$ cat src/rtl/lsu_writeback_pkg.sv
// Shared types and helpers for the load/store writeback unit.
// Contents:
//   word_t / reg_addr_t   data word and register-index types
//   mem_size_t            access size/sign, encoded as RISC-V funct3
//   lsu_state_t           control FSM states
//   fault_cause_t         2-bit fault code reported alongside a fault pulse
//   helper functions      funct3 legality, alignment, store strobes and lanes
package lsu_writeback_pkg;

    localparam int WORD_W  = 32;
    localparam int WSTRB_W = 4;

    typedef logic [WORD_W-1:0]  word_t;
    typedef logic [4:0]         reg_addr_t;
    typedef logic [WSTRB_W-1:0] wstrb_t;

    typedef enum logic [2:0] {
        MEM_B  = 3'b000,
        MEM_H  = 3'b001,
        MEM_W  = 3'b010,
        MEM_BU = 3'b100,
        MEM_HU = 3'b101
    } mem_size_t;

    typedef enum logic [2:0] {
        ST_IDLE  = 3'd0,
        ST_CHECK = 3'd1,
        ST_REQ   = 3'd2,
        ST_WAIT  = 3'd3,
        ST_RESP  = 3'd4
    } lsu_state_t;

    typedef logic [1:0] fault_cause_t;

    localparam fault_cause_t FC_NONE     = 2'b00;
    localparam fault_cause_t FC_MISALIGN = 2'b01;
    localparam fault_cause_t FC_TIMEOUT  = 2'b10;
    localparam fault_cause_t FC_ILLEGAL  = 2'b11;

    // Stores only exist in the signed encodings B/H/W; loads reject 011/110/111.
    function automatic logic funct3_illegal(input logic is_store, input logic [2:0] funct3);
        logic bad;
        if (is_store) begin
            bad = (funct3 != MEM_B) && (funct3 != MEM_H) && (funct3 != MEM_W);
        end else begin
            bad = (funct3 == 3'b011) || (funct3 == 3'b110) || (funct3 == 3'b111);
        end
        return bad;
    endfunction

    function automatic logic addr_misaligned(input logic [2:0] funct3, input logic [1:0] addr_lo);
        logic bad;
        case (funct3)
            MEM_H, MEM_HU: bad = addr_lo[0];
            MEM_W:         bad = (addr_lo != 2'b00);
            default:       bad = 1'b0;
        endcase
        return bad;
    endfunction

    function automatic wstrb_t store_strobe(input logic [2:0] funct3, input logic [1:0] addr_lo);
        wstrb_t strb;
        case (funct3)
            MEM_B:   strb = 4'b0001 << addr_lo;
            MEM_H:   strb = addr_lo[1] ? 4'b1100 : 4'b0011;
            MEM_W:   strb = 4'b1111;
            default: strb = 4'b0000;
        endcase
        return strb;
    endfunction

    // Replicate the store data across every lane so the strobe alone selects the target bytes.
    function automatic word_t store_lanes(input logic [2:0] funct3, input word_t wdata);
        word_t lanes;
        case (funct3)
            MEM_B:   lanes = {4{wdata[7:0]}};
            MEM_H:   lanes = {2{wdata[15:0]}};
            default: lanes = wdata;
        endcase
        return lanes;
    endfunction

endpackage

$ cat src/rtl/lsu_writeback_load_align.sv
// Load data alignment: picks the addressed byte/half out of a memory word and
// sign- or zero-extends it according to funct3. Purely combinational.
// Ports:
//   rdata_i    raw word returned by data memory
//   addr_lo_i  byte offset within the word (addr[1:0])
//   funct3_i   access size/sign (B/H/W/BU/HU)
//   data_o     register-ready value
module lsu_writeback_load_align
    import lsu_writeback_pkg::*;
(
    input  word_t      rdata_i,
    input  logic [1:0] addr_lo_i,
    input  logic [2:0] funct3_i,
    output word_t      data_o
);

    logic [7:0]  byte_s;
    logic [15:0] half_s;

    // Lane selection followed by size/sign extension.
    always_comb begin
        case (addr_lo_i)
            2'b00:   byte_s = rdata_i[7:0];
            2'b01:   byte_s = rdata_i[15:8];
            2'b10:   byte_s = rdata_i[23:16];
            2'b11:   byte_s = rdata_i[31:24];
            default: byte_s = 8'h00;
        endcase

        if (addr_lo_i[1]) begin
            half_s = rdata_i[31:16];
        end else begin
            half_s = rdata_i[15:0];
        end

        case (funct3_i)
            MEM_B:   data_o = {{24{byte_s[7]}}, byte_s};
            MEM_BU:  data_o = {24'h000000, byte_s};
            MEM_H:   data_o = {{16{half_s[15]}}, half_s};
            MEM_HU:  data_o = {16'h0000, half_s};
            default: data_o = rdata_i;
        endcase
    end

endmodule

$ cat src/rtl/lsu_writeback.sv
// Multi-cycle load/store unit between execute and data memory. Takes one
// request at a time, checks funct3 legality and alignment, performs a
// valid/ready memory request, aligns load data and writes it back to the
// register file. All outputs are registered.
// Ports:
//   clk, rst_n                      clock and asynchronous active-low reset
//   req_*                           request from execute (req_ready high only when idle)
//   mem_req_valid/ready, mem_we,
//   mem_addr, mem_wdata, mem_wstrb  memory request channel (word-aligned address)
//   mem_rvalid, mem_rdata           memory read response
//   wb_en, wb_rd, wb_data           register file write port
//   done, fault, fault_cause        completion / abort pulses
module lsu_writeback
    import lsu_writeback_pkg::*;
#(
    parameter int XLEN    = 32,
    parameter int TIMEOUT = 255
)(
    input  logic            clk,
    input  logic            rst_n,
    input  logic            req_valid,
    output logic            req_ready,
    input  logic            req_is_store,
    input  logic [2:0]      req_funct3,
    input  logic [XLEN-1:0] req_addr,
    input  logic [XLEN-1:0] req_wdata,
    input  logic [4:0]      req_rd,
    output logic            mem_req_valid,
    input  logic            mem_req_ready,
    output logic            mem_we,
    output logic [XLEN-1:0] mem_addr,
    output logic [XLEN-1:0] mem_wdata,
    output logic [3:0]      mem_wstrb,
    input  logic            mem_rvalid,
    input  logic [XLEN-1:0] mem_rdata,
    output logic            wb_en,
    output logic [4:0]      wb_rd,
    output logic [XLEN-1:0] wb_data,
    output logic            done,
    output logic            fault,
    output logic [1:0]      fault_cause
);

    localparam logic [9:0] TIMEOUT_C = 10'(TIMEOUT);

    lsu_state_t   state_q, state_d;
    logic         store_q, store_d;
    logic [2:0]   funct3_q, funct3_d;
    word_t        addr_q, addr_d;
    word_t        wdata_q, wdata_d;
    reg_addr_t    rd_q, rd_d;
    logic [9:0]   cnt_q, cnt_d;
    logic         req_ready_q, req_ready_d;
    logic         mem_req_valid_q, mem_req_valid_d;
    logic         mem_we_q, mem_we_d;
    word_t        mem_addr_q, mem_addr_d;
    word_t        mem_wdata_q, mem_wdata_d;
    wstrb_t       mem_wstrb_q, mem_wstrb_d;
    logic         wb_en_q, wb_en_d;
    reg_addr_t    wb_rd_q, wb_rd_d;
    word_t        wb_data_q, wb_data_d;
    logic         done_q, done_d;
    logic         fault_q, fault_d;
    fault_cause_t fault_cause_q, fault_cause_d;
    word_t        load_data_s;

    lsu_writeback_load_align u_load_align (
        .rdata_i   (mem_rdata),
        .addr_lo_i (addr_q[1:0]),
        .funct3_i  (funct3_q),
        .data_o    (load_data_s)
    );

    // Next-state and registered-output computation for the control FSM.
    always_comb begin
        state_d       = state_q;
        store_d       = store_q;
        funct3_d      = funct3_q;
        addr_d        = addr_q;
        wdata_d       = wdata_q;
        rd_d          = rd_q;
        cnt_d         = cnt_q;
        mem_we_d      = mem_we_q;
        mem_addr_d    = mem_addr_q;
        mem_wdata_d   = mem_wdata_q;
        mem_wstrb_d   = mem_wstrb_q;
        wb_en_d       = 1'b0;
        wb_rd_d       = wb_rd_q;
        wb_data_d     = wb_data_q;
        done_d        = 1'b0;
        fault_d       = 1'b0;
        fault_cause_d = FC_NONE;

        case (state_q)
            ST_IDLE: begin
                if (req_valid && req_ready_q) begin
                    store_d  = req_is_store;
                    funct3_d = req_funct3;
                    addr_d   = req_addr;
                    wdata_d  = req_wdata;
                    rd_d     = req_rd;
                    state_d  = ST_CHECK;
                end else begin
                    state_d  = ST_IDLE;
                end
            end
            ST_CHECK: begin
                // Illegal encoding outranks misalignment.
                if (funct3_illegal(store_q, funct3_q)) begin
                    fault_d       = 1'b1;
                    fault_cause_d = FC_ILLEGAL;
                    state_d       = ST_IDLE;
                end else if (addr_misaligned(funct3_q, addr_q[1:0])) begin
                    fault_d       = 1'b1;
                    fault_cause_d = FC_MISALIGN;
                    state_d       = ST_IDLE;
                end else begin
                    mem_we_d    = store_q;
                    mem_addr_d  = {addr_q[31:2], 2'b00};
                    if (store_q) begin
                        mem_wstrb_d = store_strobe(funct3_q, addr_q[1:0]);
                        mem_wdata_d = store_lanes(funct3_q, wdata_q);
                    end else begin
                        mem_wstrb_d = 4'b0000;
                        mem_wdata_d = 32'h0000_0000;
                    end
                    state_d     = ST_REQ;
                end
            end
            ST_REQ: begin
                if (mem_req_ready) begin
                    if (store_q) begin
                        done_d  = 1'b1;
                        state_d = ST_RESP;
                    end else begin
                        cnt_d   = 10'd0;
                        state_d = ST_WAIT;
                    end
                end else begin
                    state_d = ST_REQ;
                end
            end
            ST_WAIT: begin
                // Data arriving on the timeout cycle still completes the load.
                if (mem_rvalid) begin
                    done_d  = 1'b1;
                    state_d = ST_RESP;
                    if (rd_q != 5'd0) begin
                        wb_en_d   = 1'b1;
                        wb_rd_d   = rd_q;
                        wb_data_d = load_data_s;
                    end else begin
                        wb_en_d   = 1'b0;
                    end
                end else if ((cnt_q + 10'd1) == TIMEOUT_C) begin
                    cnt_d         = 10'd0;
                    fault_d       = 1'b1;
                    fault_cause_d = FC_TIMEOUT;
                    state_d       = ST_IDLE;
                end else begin
                    cnt_d = cnt_q + 10'd1;
                end
            end
            ST_RESP: begin
                // Completion pulses are visible during this state.
                state_d = ST_IDLE;
            end
            default: begin
                state_d = ST_IDLE;
            end
        endcase

        req_ready_d     = (state_d == ST_IDLE);
        mem_req_valid_d = (state_d == ST_REQ);
    end

    // State and output registers with asynchronous reset.
    always_ff @(posedge clk or negedge rst_n) begin
        if (!rst_n) begin
            state_q         <= ST_IDLE;
            store_q         <= 1'b0;
            funct3_q        <= 3'b000;
            addr_q          <= 32'h0000_0000;
            wdata_q         <= 32'h0000_0000;
            rd_q            <= 5'd0;
            cnt_q           <= 10'd0;
            req_ready_q     <= 1'b1;
            mem_req_valid_q <= 1'b0;
            mem_we_q        <= 1'b0;
            mem_addr_q      <= 32'h0000_0000;
            mem_wdata_q     <= 32'h0000_0000;
            mem_wstrb_q     <= 4'b0000;
            wb_en_q         <= 1'b0;
            wb_rd_q         <= 5'd0;
            wb_data_q       <= 32'h0000_0000;
            done_q          <= 1'b0;
            fault_q         <= 1'b0;
            fault_cause_q   <= FC_NONE;
        end else begin
            state_q         <= state_d;
            store_q         <= store_d;
            funct3_q        <= funct3_d;
            addr_q          <= addr_d;
            wdata_q         <= wdata_d;
            rd_q            <= rd_d;
            cnt_q           <= cnt_d;
            req_ready_q     <= req_ready_d;
            mem_req_valid_q <= mem_req_valid_d;
            mem_we_q        <= mem_we_d;
            mem_addr_q      <= mem_addr_d;
            mem_wdata_q     <= mem_wdata_d;
            mem_wstrb_q     <= mem_wstrb_d;
            wb_en_q         <= wb_en_d;
            wb_rd_q         <= wb_rd_d;
            wb_data_q       <= wb_data_d;
            done_q          <= done_d;
            fault_q         <= fault_d;
            fault_cause_q   <= fault_cause_d;
        end
    end

    assign req_ready     = req_ready_q;
    assign mem_req_valid = mem_req_valid_q;
    assign mem_we        = mem_we_q;
    assign mem_addr      = mem_addr_q;
    assign mem_wdata     = mem_wdata_q;
    assign mem_wstrb     = mem_wstrb_q;
    assign wb_en         = wb_en_q;
    assign wb_rd         = wb_rd_q;
    assign wb_data       = wb_data_q;
    assign done          = done_q;
    assign fault         = fault_q;
    assign fault_cause   = fault_cause_q;

endmodule

$ cat config.mk
export PLATFORM = sky130hd
export DESIGN_NAME = lsu_writeback
export DESIGN_NICKNAME = d
export VERILOG_FILES = /design/src/rtl/lsu_writeback_pkg.sv /design/src/rtl/lsu_writeback_load_align.sv /design/src/rtl/lsu_writeback.sv
export SDC_FILE = /design/constraint.sdc
export NUM_CORES = 1
export LEC_CHECK = 0
export CELL_PAD_IN_SITES_DETAIL_PLACEMENT = 1
export CELL_PAD_IN_SITES_GLOBAL_PLACEMENT = 1
export CORE_MARGIN = 1.5
export CORE_UTILIZATION = 41
export CTS_CLUSTER_SIZE = 25
export DETAILED_ROUTE_END_ITERATION = 10
export PLACE_DENSITY_LB_ADDON = 0.1
export SYNTH_ARGS = -nofsm -noshare
export SYNTH_HDL_FRONTEND = slang
export SYNTH_SLANG_ARGS = --single-unit
export TNS_END_PERCENT = 100
$ cat constraint.sdc
create_clock -name clk -period 3.9 [get_ports clk]
set_input_delay 0.39 -clock clk [delete_from_list [all_inputs] [get_ports clk]]
set_output_delay 0.39 -clock clk [all_outputs]
set_load 0.03 [all_outputs]
== Word-level counts from Yosys, hierarchy flattened ==
Cells that the tools add are included.

* Bits in registers: 197
* Input port bits: 110
* Output and inout port bits: 113
* Word-level logic and storage cells: 104

* Add/subtract/negate cells: 1
* Equality and inequality tests: 20
* Shift operators: 1
* Muxes and demuxes: 43
* Bitwise gates (word level): 2
* Reduce and logical (&&, ||, !) cells: 18

{| class="wikitable"
|+ Operator list
! operator !! count
|-
| $pmux 32 s4 || 1
|-
| $pmux 32 s2 || 1
|-
| $mux 10 || 4
|-
| $mux 32 || 1
|-
| $pmux 8 s4 || 1
|-
| $pmux 10 s2 || 1
|-
| $mux 1 || 16
|-
| $mux 16 || 1
|-
| $eq 3x2->1 const B || 5
|-
| $eq 3x3->1 const B || 4
|-
| $mux 3 || 4
|-
| $pmux 3 s4 || 1
|-
| $pmux 4 s3 || 1
|-
| $add 10x1->10 const B || 1
|-
| $eq 10x8->1 const B || 1
|-
| $mux 2 || 5
|-
| $logic_not 3->1 || 3
|-
| $mux 4 || 2
|-
| $eq 3x1->1 const B || 2
|-
| $ne 2x2->1 const B || 3
|-
| $pmux 1 s2 || 3
|-
| $reduce_and 3->1 || 2
|-
| $reduce_bool 5->1 || 1
|-
| $eq 2x2->1 const B || 2
|-
| 14 further kinds || 19
|}

== Depth between registers and ports, before layout ==
Gate-level depths: netlist (run 1).

* Depth after elaboration: 11
* Mapped depth: 8
* Mapped depth without buffers: 7

== Hierarchy ==
A second synthesis (run 1) with hierarchy kept.

* Cell total of the unflattened synthesis: 737
* Area, all modules: 8824.7 sq um

{| class="wikitable"
|+ By module, submodules not included
! module !! times used !! cells an instance !! area each (sq um) !! seq. area each (sq um)
|-
| lsu_writeback || 1 || 626 || 8156.6 || 4931.0
|-
| lsu_writeback_load_align || 1 || 111 || 668.1 || 0.0
|}

== Worst setup path after synthesis (run 1) ==
OpenSTA, ideal clock, no wires.

* Path type: flip-flop to flip-flop
* Start point: register req_ready_q (netlist: req_ready)
* End point: register addr_q[0]
* Library setup time: 0.125 ns
* Arrival: 1.713 ns
* Required time: 3.775 ns
* Slack: 2.063 ns
* Stages on the path, launching flop included: 6
* Buffers on the path: 2
* Period minus slack after synthesis: 1.837 ns
* Path through: dfstp_2 -> nand2_1 -> nor4_1 -> buf_2 -> buf_2 -> mux2_2

* Word-level cells in the longest chain between the ends: 2

{| class="wikitable"
|+ RTL lines
! element !! RTL line !! text
|-
| from (decl) || lsu_writeback.sv:53 || <nowiki>logic req_ready_q, req_ready_d;</nowiki>
|-
| from (signal assigned) || lsu_writeback.sv:207 || <nowiki>req_ready_q <= req_ready_d;</nowiki>
|-
| $logic_and 1x1->1 || lsu_writeback.sv:96 || <nowiki>if (req_valid && req_ready_q) begin</nowiki>
|-
| $reduce_and 2->1 (no source line) || - ||
|-
| to (signal assigned) || lsu_writeback.sv:203 || <nowiki>addr_q <= addr_d;</nowiki>
|-
| to (decl) || lsu_writeback.sv:49 || <nowiki>word_t addr_q, addr_d;</nowiki>
|}

No other way between the ends.
A chain may end at the register's enable or synchronous reset.

== Final worst setup path (run 1) ==
* Start point: register rd_q[0]
* End point: register wb_data_q[14] (netlist: wb_data[14])

* Word-level cells in the longest chain between the ends: 2

{| class="wikitable"
|+ RTL lines
! element !! RTL line !! text
|-
| from (decl) || lsu_writeback.sv:51 || <nowiki>reg_addr_t rd_q, rd_d;</nowiki>
|-
| from (signal assigned) || lsu_writeback.sv:205 || <nowiki>rd_q <= rd_d;</nowiki>
|-
| $reduce_bool 5->1 || lsu_writeback.sv:148 || <nowiki>if (rd_q != 5'd0) begin</nowiki>
|-
| $reduce_and 3->1 (no source line) || - ||
|-
| to (signal assigned) || lsu_writeback.sv:215 || <nowiki>wb_data_q <= wb_data_d;</nowiki>
|-
| to (decl) || lsu_writeback.sv:61 || <nowiki>word_t wb_data_q, wb_data_d;</nowiki>
|}

No other way between the ends.

==> flow_metrics.env, run 1 <==
export IMPL_r2r_slack_ns=1.32
export IMPL_max_stage_delay_ns=0.81
export IMPL_cts_setup_buffers=0
export IMPL_io_pins=223
export IMPL_grt_overflow=0
export IMPL_status="finished, final reports clean"
export IMPL_end_kind="register"
export IMPL_slew_viol_final=0
export IMPL_num_antenna_cells=0
export IMPL_cts_hold_repair_buffers=0
export IMPL_period_needed_ns=2.58
export IMPL_rsz0062_at_grt="no"
export IMPL_cp_slowest_cell="o211ai_4"
export IMPL_min_period_over_period_pct=66.2
export IMPL_wl_met2_mm=12.0
export IMPL_cts_max_level=4
export IMPL_top_layer_used="met4"
export IMPL_grt_pass1_wl_mm=39.6
export IMPL_cp_max_fo=41
export IMPL_cp_startpoint="rd_q[0]$_DFFE_PN0P_"
export IMPL_fillers=2179
export IMPL_area_growth_pct=34.3
export IMPL_core_area_sq_mm=0.0209
export IMPL_cts_tree="built"
export IMPL_start_util_pct=41.7
export IMPL_synth_warnings=0
export IMPL_routed_wl_mm=24.8
export IMPL_cts_resized=0
export IMPL_cts_root_buf="clkbuf_16"
export IMPL_worstMarginPinSlew_ns=1.16
export IMPL_antenna_found_initial=0
export IMPL_grt_max_degree=118
export IMPL_setup_tns_ns=0
export IMPL_async_flop_share_pct=100
export IMPL_met1Wirelength_mm=10.6
export IMPL_ys_ff_latch=197
export IMPL_fp_dieW_um=149
export IMPL_power_leakage_nw=5.06
export IMPL_vias=6568
export IMPL_synth_edff_count=0
export IMPL_clk_pin_slew_worst_paths_ns=0.08
export IMPL_maxCapViolCount=0
export IMPL_nNetsFinal=1073
export IMPL_path_class="register to register"
export IMPL_numCtsBuffers=17
export IMPL_clk_insertion_delay_late_ns=0.44
export IMPL_slew_headroom_pct=22.1
export IMPL_die_area_sq_mm=0.0221
export IMPL_synth_cell_type_count=52
export IMPL_path_cells="or4_1, o211ai_4, buf_4, o21ai_0"
export IMPL_io_buffers=220
export IMPL_crit_reg2reg_launch="rd_q[0]$_DFFE_PN0P_"
export IMPL_drt_iter0_drc=318
export IMPL_ys_seq_area_share_pct=56.7
export IMPL_fmax_ghz=0.387
export IMPL_worstPathRequired_ns=4.19
export IMPL_cts_sinks=197
export IMPL_viasPerCell=5.26
export IMPL_drive_gt1_share_pct=18.2
export IMPL_finClkSkew_ns=0.0140
export IMPL_rows=53
export IMPL_reg2reg_depth=4
export IMPL_die_h_um=149
export IMPL_final_antenna_net_count=0
export IMPL_drc=0
export IMPL_setup_violations=0
export IMPL_grt_use_total_pct=23.3
export IMPL_hpwl_mm=17.2
export IMPL_syn_avg_cell_area_sq_um=11.5
export IMPL_clock_path_buffers=2
export IMPL_grt_pass1_vias=7226
export IMPL_cp_start_kind="register"
export IMPL_ir_worst_vdd_mv=0.421
export IMPL_min_path_type="input port to asynchronous set/reset pin"
export IMPL_p_per_area_mw_per_mm2=875
export IMPL_synth_main_ff_cell="dfrtp_1"
export IMPL_hold_viol_final=0
export IMPL_r2r_end="wb_data[14]$_DFFE_PN0P_"
export IMPL_netlist_instances=760
export IMPL_drtPass1Iterations=4
export IMPL_gp_congestion=0.803
export IMPL_worst_ep_arrival_time_ns=2.87
export IMPL_drt_wirelength_per_cell_um=19.8
export IMPL_whs_ns=0.0862
export IMPL_met3_wirelength_mm=1.59
export IMPL_netlist_area_sq_mm=0.00870
state kept, by name, indices dropped and copies added (netlist names):
name,flops
fault,1
wb_en,1
mem_addr,30
done,1
fault_cause,2
mem_wstrb,4
mem_req_valid,1
wb_data,32
mem_wdata,32
req_ready,1
store_q,1
cnt_q,10
funct3_q,3
addr_q,32
wdata_q,32
rd_q,5
wb_rd,5
state_q,3
mem_we,1
cell usage in the layout, fill, tap and decap left out, types with 3 or more instances in the layout:
cell type and count:
a21oi_1 23, a221oi_1 8, a22o_1 3, a31oi_1 5
buf_4 14, clkbuf_16 17, clkdlybuf4s50_1 219, clkinv_4 4
dfrtp_1 196, inv_1 8, inv_8 5, mux2_2 93
mux2_4 28, mux2i_1 11, nand2_1 147, nand2b_1 4
nand3_1 4, nand4_1 3, nor2_1 16, nor2b_1 7
nor3_1 3, o211ai_1 15, o21ai_0 86, o22ai_1 5
o31a_1 4, xnor2_1 3
cells in the mapped netlist, drive strengths merged, types with 3 or more instances:
cell | n | share of area, %
a22o | 3 | 0.30
dfrtp | 196 | 56
nor2 | 17 | 0.73
a221oi | 8 | 0.81
o22ai | 5 | 0.36
nand4 | 4 | 0.36
nor2b | 7 | 0.50
mux2i | 11 | 1.3
o21ai | 88 | 5.1
a31oi | 5 | 0.36
nand2b | 5 | 0.45
nand2 | 147 | 6.3
buf | 29 | 2.0
xnor2 | 3 | 0.30
a21oi | 23 | 1.3
nor3 | 5 | 0.40
nand3 | 4 | 0.23
mux2 | 121 | 17
inv | 9 | 0.39
o211ai | 16 | 1.4
clkbuf | 24 | 1.1
o31a | 4 | 0.40
layout make-up:
class | instances | area, sq um | area share [%]
Clock buffer | 19 | 443 | 3.79
Clock inverter | 13 | 133 | 1.13
Inverter | 9 | 33.8 | 0.289
Multi-Input combinational cell | 502 | 3490 | 29.9
Sequential cell | 197 | 4930 | 42.2
Tap cell | 275 | 344 | 2.94
Timing Repair Buffer | 234 | 2310 | 19.8
where the power goes:
group,internal (mW),switching (mW)
sequential,2.97,0.672
combinational,2.24,2.62
clock,0.870,0.866
per-stage QoR:
step / power, mW / area (sq um) / worst slack [ns] / utilization [%] / cells
6_report: 10.2 / 11700 / 1.32 / 56.0 / 1249
2_1_floorplan: 6.64 / 8710 / 2.06 / - / 761
5_1_grt: 10.9 / 11700 / 1.15 / 56.0 / 1249
3_3_place_gp: 8.36 / 11100 / 1.44 / 53.2 / 1217
3_5_place_dp: 8.57 / 11100 / 1.37 / 53.2 / 1217
4_1_cts: 10.4 / 11700 / 1.32 / 56.0 / 1249
per-layer routing:
layer	vias up	track usage (%)
met5	-	0
met4	0	7.33
met1	3288	29.8
met3	32	6.53
li1	3052	-
met2	196	38.3
worst max-delay path by stage:
stage,to,slack (ns),cells after the start
floorplan,addr_q[0]$_DFFE_PN0P_,2.06,5
CTS,wb_data[14]$_DFFE_PN0P_,1.32,4
global placement,cnt_q[2]$_DFFE_PN0P_,1.44,6
detailed placement,wb_data[12]$_DFFE_PN0P_,1.37,4
finish,wb_data[14]$_DFFE_PN0P_,1.32,4
global route,wb_data[14]$_DFFE_PN0P_,1.15,5
worst max-delay path: cells and delay by family, from the launching register on:
family	cells	cell delay, ns
AO/OA/AOI/OAI	2	1.00
buffers and inverters	1	0.43
flip-flops	1	0.39
AND/OR/NAND/NOR	1	0.59
cells by family (layout without fill, tap and decap cells):
logic type / Yosys count / count (layout) / share of synthesized area, %
and+or+nand+nor: 203 / 203 / 10.3
buffers and inverters: 62 / 275 / 3.45
muxes: 132 / 132 / 18.1
xor gates and xnor gates: 3 / 3 / 0.302
adders and majority gates: 2 / 2 / 0.288
other: 1 / 2 / 0.0431
AOI/OAI and AO/OA: 160 / 160 / 10.8
DFF: 197 / 197 / 56.7
No activity file was read; power rests on OpenSTA's default activity.
==> inputs of run 2 (changes only) <==
--- a/config.mk
+++ b/config.mk
@@ -8,7 +8,7 @@
 export CELL_PAD_IN_SITES_DETAIL_PLACEMENT = 1
 export CELL_PAD_IN_SITES_GLOBAL_PLACEMENT = 1
 export CORE_MARGIN = 1.5
-export CORE_UTILIZATION = 41
+export CORE_UTILIZATION = 38
 export CTS_CLUSTER_SIZE = 25
 export DETAILED_ROUTE_END_ITERATION = 10
 export PLACE_DENSITY_LB_ADDON = 0.1
==> constraint.sdc (replaced) <==
create_clock -name clk -period 2.4 [get_ports clk]
set_input_delay 0.24 -clock clk [delete_from_list [all_inputs] [get_ports clk]]
set_output_delay 0.24 -clock clk [all_outputs]
set_load 0.03 [all_outputs]
==> run 2 against run 1 <==
Maximum frequency grew 19%; global-route usage decreased by 1.8 points; die area increased by 7.7%; critical path type unchanged; highest routed layer unchanged.
==> flow_metrics.env, run 2 (same netlist as run 1, synthesis figures left out) <==
export IMPL_status="finished, final reports clean"
export IMPL_placed_cell_area_sq_mm=0.0112
export IMPL_routed_wl_mm=24.6
export IMPL_maxCapViolCount=0
export IMPL_drt_wirelength_per_cell_um=19.5
export IMPL_grt_pass1_vias=7247
export IMPL_die_area_sq_mm=0.0238
export IMPL_cts_max_level=4
export IMPL_r2r_slack_ns=0.22
export IMPL_pre_cts_ws_ns=0.156
export IMPL_p_per_area_mw_per_mm2=1410
export IMPL_clk_insertion_delay_late_ns=0.44
export IMPL_grt_overflow=0
export IMPL_crit_reg2reg_launch="funct3_q[0]$_DFFE_PN0P_"
export IMPL_postLayoutSetupSlackWorst_ns=0.222
export IMPL_final_cell_mix="219 x clkdlybuf4s50_1, 196 x dfrtp_1, 147 x nand2_1"
export IMPL_clkPwrFrac_pct=16.5
export IMPL_cts_sinks=197
export IMPL_rows=55
export IMPL_fillers=2388
export IMPL_cp_num_buf_inv=0
export IMPL_cts_setup_buffers=0
export IMPL_grt_max_degree=79
export IMPL_r2r_end="wb_data[19]$_DFFE_PN0P_"
export IMPL_numCtsBuffers=17
export IMPL_cp_max_fo=16
export IMPL_grt_pass1_wl_mm=40.0
export IMPL_p_sw_mw=6.71
export IMPL_drc=0
export IMPL_hpwl_mm=17.2
export IMPL_antenna_found_initial=0
export IMPL_worst_ep_arrival_time_ns=2.52
export IMPL_final_antenna_net_count=0
export IMPL_min_path_type="input port to asynchronous set/reset pin"
export IMPL_start_util_pct=38.6
export IMPL_switching_share_pct=40.4
export IMPL_power_leakage_nw=5.09
export IMPL_period_needed_ns=2.18
export IMPL_comb_power_share_pct=47.9
export IMPL_cp_start_kind="register"
export IMPL_final_common_cell="clkdlybuf4s50_1"
export IMPL_clk_pin_slew_worst_paths_ns=0.07
export IMPL_gp_congestion=0.815
export IMPL_worstMarginPinSlew_ns=1.02
export IMPL_viasPerCell=5.24
export IMPL_drtPass1Iterations=4
export IMPL_io_buffers=220
export IMPL_fin_area_sq_mm=0.0118
export IMPL_slew_headroom_pct=31.4
export IMPL_die_h_um=154
export IMPL_area_growth_pct=35.3
export IMPL_drive_gt1_share_pct=18.5
export IMPL_reg2reg_depth=5
export IMPL_max_stage_delay_ns=0.79
export IMPL_fp_dieW_um=154
export IMPL_cts_root_buf="clkbuf_16"
export IMPL_seqPwrFrac_pct=35.6
export IMPL_core_area_sq_mm=0.0226
export IMPL_fmax_ghz=0.459
export IMPL_cp_slowest_cell="nor3_2"
export IMPL_slew_viol_final=0
export IMPL_fin_util_pct=52.2
export IMPL_vias=6622
export IMPL_crit_family="simple AND/OR/NAND/NOR gates"
export IMPL_nNetsFinal=1077
export IMPL_num_antenna_cells=0
export IMPL_setup_tns_ns=0
export IMPL_io_pins=223
export IMPL_ir_worst_vdd_mv=0.602
export IMPL_path_cells="nor2_1, mux2i_1, nor3_2, a21oi_1, o21ai_0"
export IMPL_internal_power_mw=9.89
export IMPL_path_class="register to register"
export IMPL_hold_viol_final=0
export IMPL_power_mw=16.6
export IMPL_setup_violations=0
export IMPL_drt_iter0_drc=326
export IMPL_worstPathRequired_ns=2.74
export IMPL_min_period_over_period_pct=90.7
export IMPL_clock_path_buffers=2
export IMPL_cts_tree="built"
export IMPL_finClkSkew_ns=0.0112
export IMPL_rsz0062_at_grt="no"
export IMPL_end_kind="register"
export IMPL_grt_use_total_pct=21.5
-- run 2: cell types whose count changed in the layout (fill, tap and decap cells not counted) --
cell | previous run | this run
buf_12 | 0 | 5
clkinv_2 | 0 | 3
inv_8 | 5 | 2
buf_4 | 14 | 12
clkinv_4 | 4 | 2
inv_6 | 2 | 4
clkbuf_8 | 2 | 1
clkinvlp_4 | 1 | 2
dlygate4sd3_1 | 0 | 1
nor2b_1 | 7 | 6
nor2b_2 | 0 | 1
-- run 2: repair_timing --
item | CTS | global route
setup endpoints to repair | 0 | 1
endpoints found under the hold margin | 57 | 0
resized for setup | 0 | 1
hold buffers | 1 | 0
-- run 2: final cells by class --
| class | count | area [sq um] | share of cell area [%] |
|---|---|---|---|
| Inverter | 9 | 33.8 | 0.287 |
| Clock inverter | 14 | 121 | 1.03 |
| Tap cell | 285 | 357 | 3.03 |
| Timing Repair Buffer | 238 | 2410 | 20.4 |
| Multi-Input combinational cell | 502 | 3490 | 29.7 |
| Clock buffer | 18 | 429 | 3.65 |
| Sequential cell | 197 | 4930 | 41.9 |
-- run 2: how the worst max path moves through the flow --
stage | from | endpoint | slack, ns | cells after the start
detailed placement | mem_rdata[31] | wb_data[22]$_DFFE_PN0P_ | 0.16 | 6
global placement | mem_rdata[31] | wb_data[16]$_DFFE_PN0P_ | 0.24 | 6
finish | funct3_q[0]$_DFFE_PN0P_ | wb_data[19]$_DFFE_PN0P_ | 0.22 | 5
global route | funct3_q[0]$_DFFE_PN0P_ | wb_data[23]$_DFFE_PN0P_ | 0.04 | 5
floorplan | req_ready$_DFF_PN1_ | addr_q[0]$_DFFE_PN0P_ | 0.56 | 5
CTS | funct3_q[0]$_DFFE_PN0P_ | wb_data[22]$_DFFE_PN0P_ | 0.20 | 5
-- run 2: per-layer routing --
layer / part of all wire, % / track usage, %
met2: 48 / 35.6
met3: 6.7 / 5.63
met4: 1.1 / 5.17
met5: 0 / 0
met1: 44 / 28.2
-- run 2: power groups by stage --
| stage | sequential (mW) | clock, mW | combinational (mW) |
|---|---|---|---|
| after floorplan | 7.24 | 0 | 3.56 |
| after global placement | 5.88 | 0 | 7.85 |
| after detailed placement | 5.98 | 0 | 8.01 |
| after CTS | 5.94 | 2.82 | 8.05 |
| after global routing | 6.13 | 2.96 | 8.57 |
| final | 5.91 | 2.74 | 7.95 |
-- run 2: per-stage QoR --
step	std cells	hold slack (ns)
floorplan	761	-0.0556
global placement	1230	0.239
detailed placement	1230	0.248
CTS	1263	0.347
global route	1263	0.371
finish	1263	0.343
==> inputs of run 3 (changes only) <==
--- a/config.mk
+++ b/config.mk
@@ -7,7 +7,6 @@
 export LEC_CHECK = 0
 export CELL_PAD_IN_SITES_DETAIL_PLACEMENT = 1
 export CELL_PAD_IN_SITES_GLOBAL_PLACEMENT = 1
-export CORE_MARGIN = 1.5
 export CORE_UTILIZATION = 38
 export CTS_CLUSTER_SIZE = 25
 export DETAILED_ROUTE_END_ITERATION = 10
==> run 3 against run 2 <==
Non-clock buffer count grew 3; die area shrank 1.3%; sequential cell count is the same; routed wire length grew 0.78%; setup slack gained 0.054 ns; via count shrank 0.42%.
==> flow_metrics.env, run 3 (same netlist as run 1, synthesis figures left out) <==
export IMPL_status="finished, final reports clean"
export IMPL_comb_power_share_pct=47.9
export IMPL_numCtsBuffers=17
export IMPL_path_cells="nor2_1, mux2i_1, nor3_2, a21oi_1, o21ai_0"
export IMPL_cts_resized=0
export IMPL_whs_ns=0.390
export IMPL_hold_viol_final=0
export IMPL_power_leakage_nw=5.13
export IMPL_clock_path_buffers=2
export IMPL_antenna_found_initial=1
export IMPL_ir_worst_vdd_mv=0.642
export IMPL_min_path_type="input port to asynchronous set/reset pin"
export IMPL_cp_num_buf_inv=0
export IMPL_grt_overflow=0
export IMPL_vias=6594
export IMPL_drt_iter0_drc=275
export IMPL_grt_pass1_wl_mm=40.2
export IMPL_final_common_cell="clkdlybuf4s50_1"
export IMPL_maxCapViolCount=0
export IMPL_drc=0
export IMPL_end_kind="register"
export IMPL_grt_use_total_pct=22.0
export IMPL_p_sw_mw=6.79
export IMPL_setup_violations=0
export IMPL_cp_start_kind="register"
export IMPL_drive_gt1_share_pct=18.8
export IMPL_dpl_cell_count=1233
export IMPL_io_pins=223
export IMPL_internal_power_mw=9.94
export IMPL_worstPathRequired_ns=2.75
export IMPL_finClkSkew_ns=0.0149
export IMPL_period_needed_ns=2.12
export IMPL_io_buffers=220
export IMPL_fp_dieW_um=153
export IMPL_cts_max_level=4
export IMPL_fmax_ghz=0.471
export IMPL_fillers=2360
export IMPL_min_period_over_period_pct=88.5
export IMPL_path_class="register to register"
export IMPL_cp_max_fo=16
export IMPL_clkPwrFrac_pct=16.9
export IMPL_switching_share_pct=40.6
export IMPL_setup_tns_ns=0
export IMPL_seqPwrFrac_pct=35.2
export IMPL_routed_wl_mm=24.8
export IMPL_hpwl_mm=17.3
export IMPL_viasPerCell=5.21
export IMPL_clk_insertion_delay_late_ns=0.44
export IMPL_final_cell_mix="219 x clkdlybuf4s50_1, 196 x dfrtp_1, 147 x nand2_1"
export IMPL_die_h_um=153
export IMPL_drtPass1Iterations=4
export IMPL_crit_family="simple AND/OR/NAND/NOR gates"
export IMPL_grt_pass1_vias=7301
export IMPL_fin_util_pct=52.5
export IMPL_p_per_area_mw_per_mm2=1410
export IMPL_worstMarginPinSlew_ns=1.12
export IMPL_gp_congestion=0.844
export IMPL_final_antenna_net_count=0
export IMPL_die_area_sq_mm=0.0235
export IMPL_max_stage_delay_ns=0.85
export IMPL_grt_max_degree=76
export IMPL_slew_headroom_pct=24.7
export IMPL_num_antenna_cells=0
export IMPL_start_util_pct=38.6
export IMPL_cts_root_buf="clkbuf_16"
export IMPL_worst_ep_arrival_time_ns=2.48
export IMPL_slew_viol_final=0
export IMPL_clk_pin_slew_worst_paths_ns=0.08
export IMPL_rows=55
export IMPL_cts_sinks=197
export IMPL_nNetsFinal=1080
export IMPL_instances_no_fill=1266
export IMPL_core_area_sq_mm=0.0226
export IMPL_area_growth_pct=36.1
export IMPL_cp_slowest_cell="nor3_2"
export IMPL_rsz0062_at_grt="no"
export IMPL_drt_wirelength_per_cell_um=19.6
export IMPL_cts_setup_buffers=0
export IMPL_cts_tree="built"
-- run 3: stage by stage --
step	worst slack (ns)	area (sq um)	power (mW)
after CTS	0.259	11800	17.0
after global placement	0.232	11200	13.7
after global routing	0.0508	11800	17.8
final	0.276	11800	16.7
after floorplan	0.563	8710	10.8
after detailed placement	0.118	11200	14.0
-- run 3: final timing paths --
check	startpoint	depth (start not counted)	slack [ns]	to
max in group asynchronous	rst_n	3	1.28	wdata_q[9]$_DFFE_PN0P_
min in group clk	req_addr[16]	2	0.40	addr_q[16]$_DFFE_PN0P_
setup / recovery	addr_q[0]$_DFFE_PN0P_	5	0.28	wb_data[28]$_DFFE_PN0P_
setup reg to reg	addr_q[0]$_DFFE_PN0P_	5	0.28	wb_data[28]$_DFFE_PN0P_
hold reg to reg	mem_wstrb[2]$_DFFE_PN0P_	2	0.49	mem_wstrb[2]$_DFFE_PN0P_
hold / removal	rst_n	2	0.39	addr_q[26]$_DFFE_PN0P_
-- run 3: metal layers --
metal  vias up  track usage, %  wire length [um]
li1       3058               -                 -
met1      3312            28.2             11000
met2       190            36.9             12100
met3        32            5.10              1340
met4         2            6.86               435
met5         -               0                13
-- run 3: what timing repair did --
item | CTS | global route
setup endpoints to repair | 0 | 0
hold buffers | 1 | 0
endpoints found under the hold margin | 68 | 0
-- run 3: cell type report --
class,instances,area (sq um),area share (%)
multi-input cells,502,3490,29.5
flip-flops and latches,197,4930,41.6
well taps,285,357,3.01
inverters,9,33.8,0.285
clock buffers,17,425,3.59
repair buffers,241,2440,20.6
clock inverters,15,163,1.37
-- run 3: power groups by stage --
stage / logic (mW) / clock network (mW) / registers (mW)
2_1_floorplan: 3.56 / 0 / 7.24
3_3_place_gp: 7.88 / 0 / 5.85
3_5_place_dp: 8.08 / 0 / 5.95
4_1_cts: 8.13 / 2.91 / 5.92
5_1_grt: 8.61 / 3.04 / 6.10
6_report: 8.01 / 2.84 / 5.89
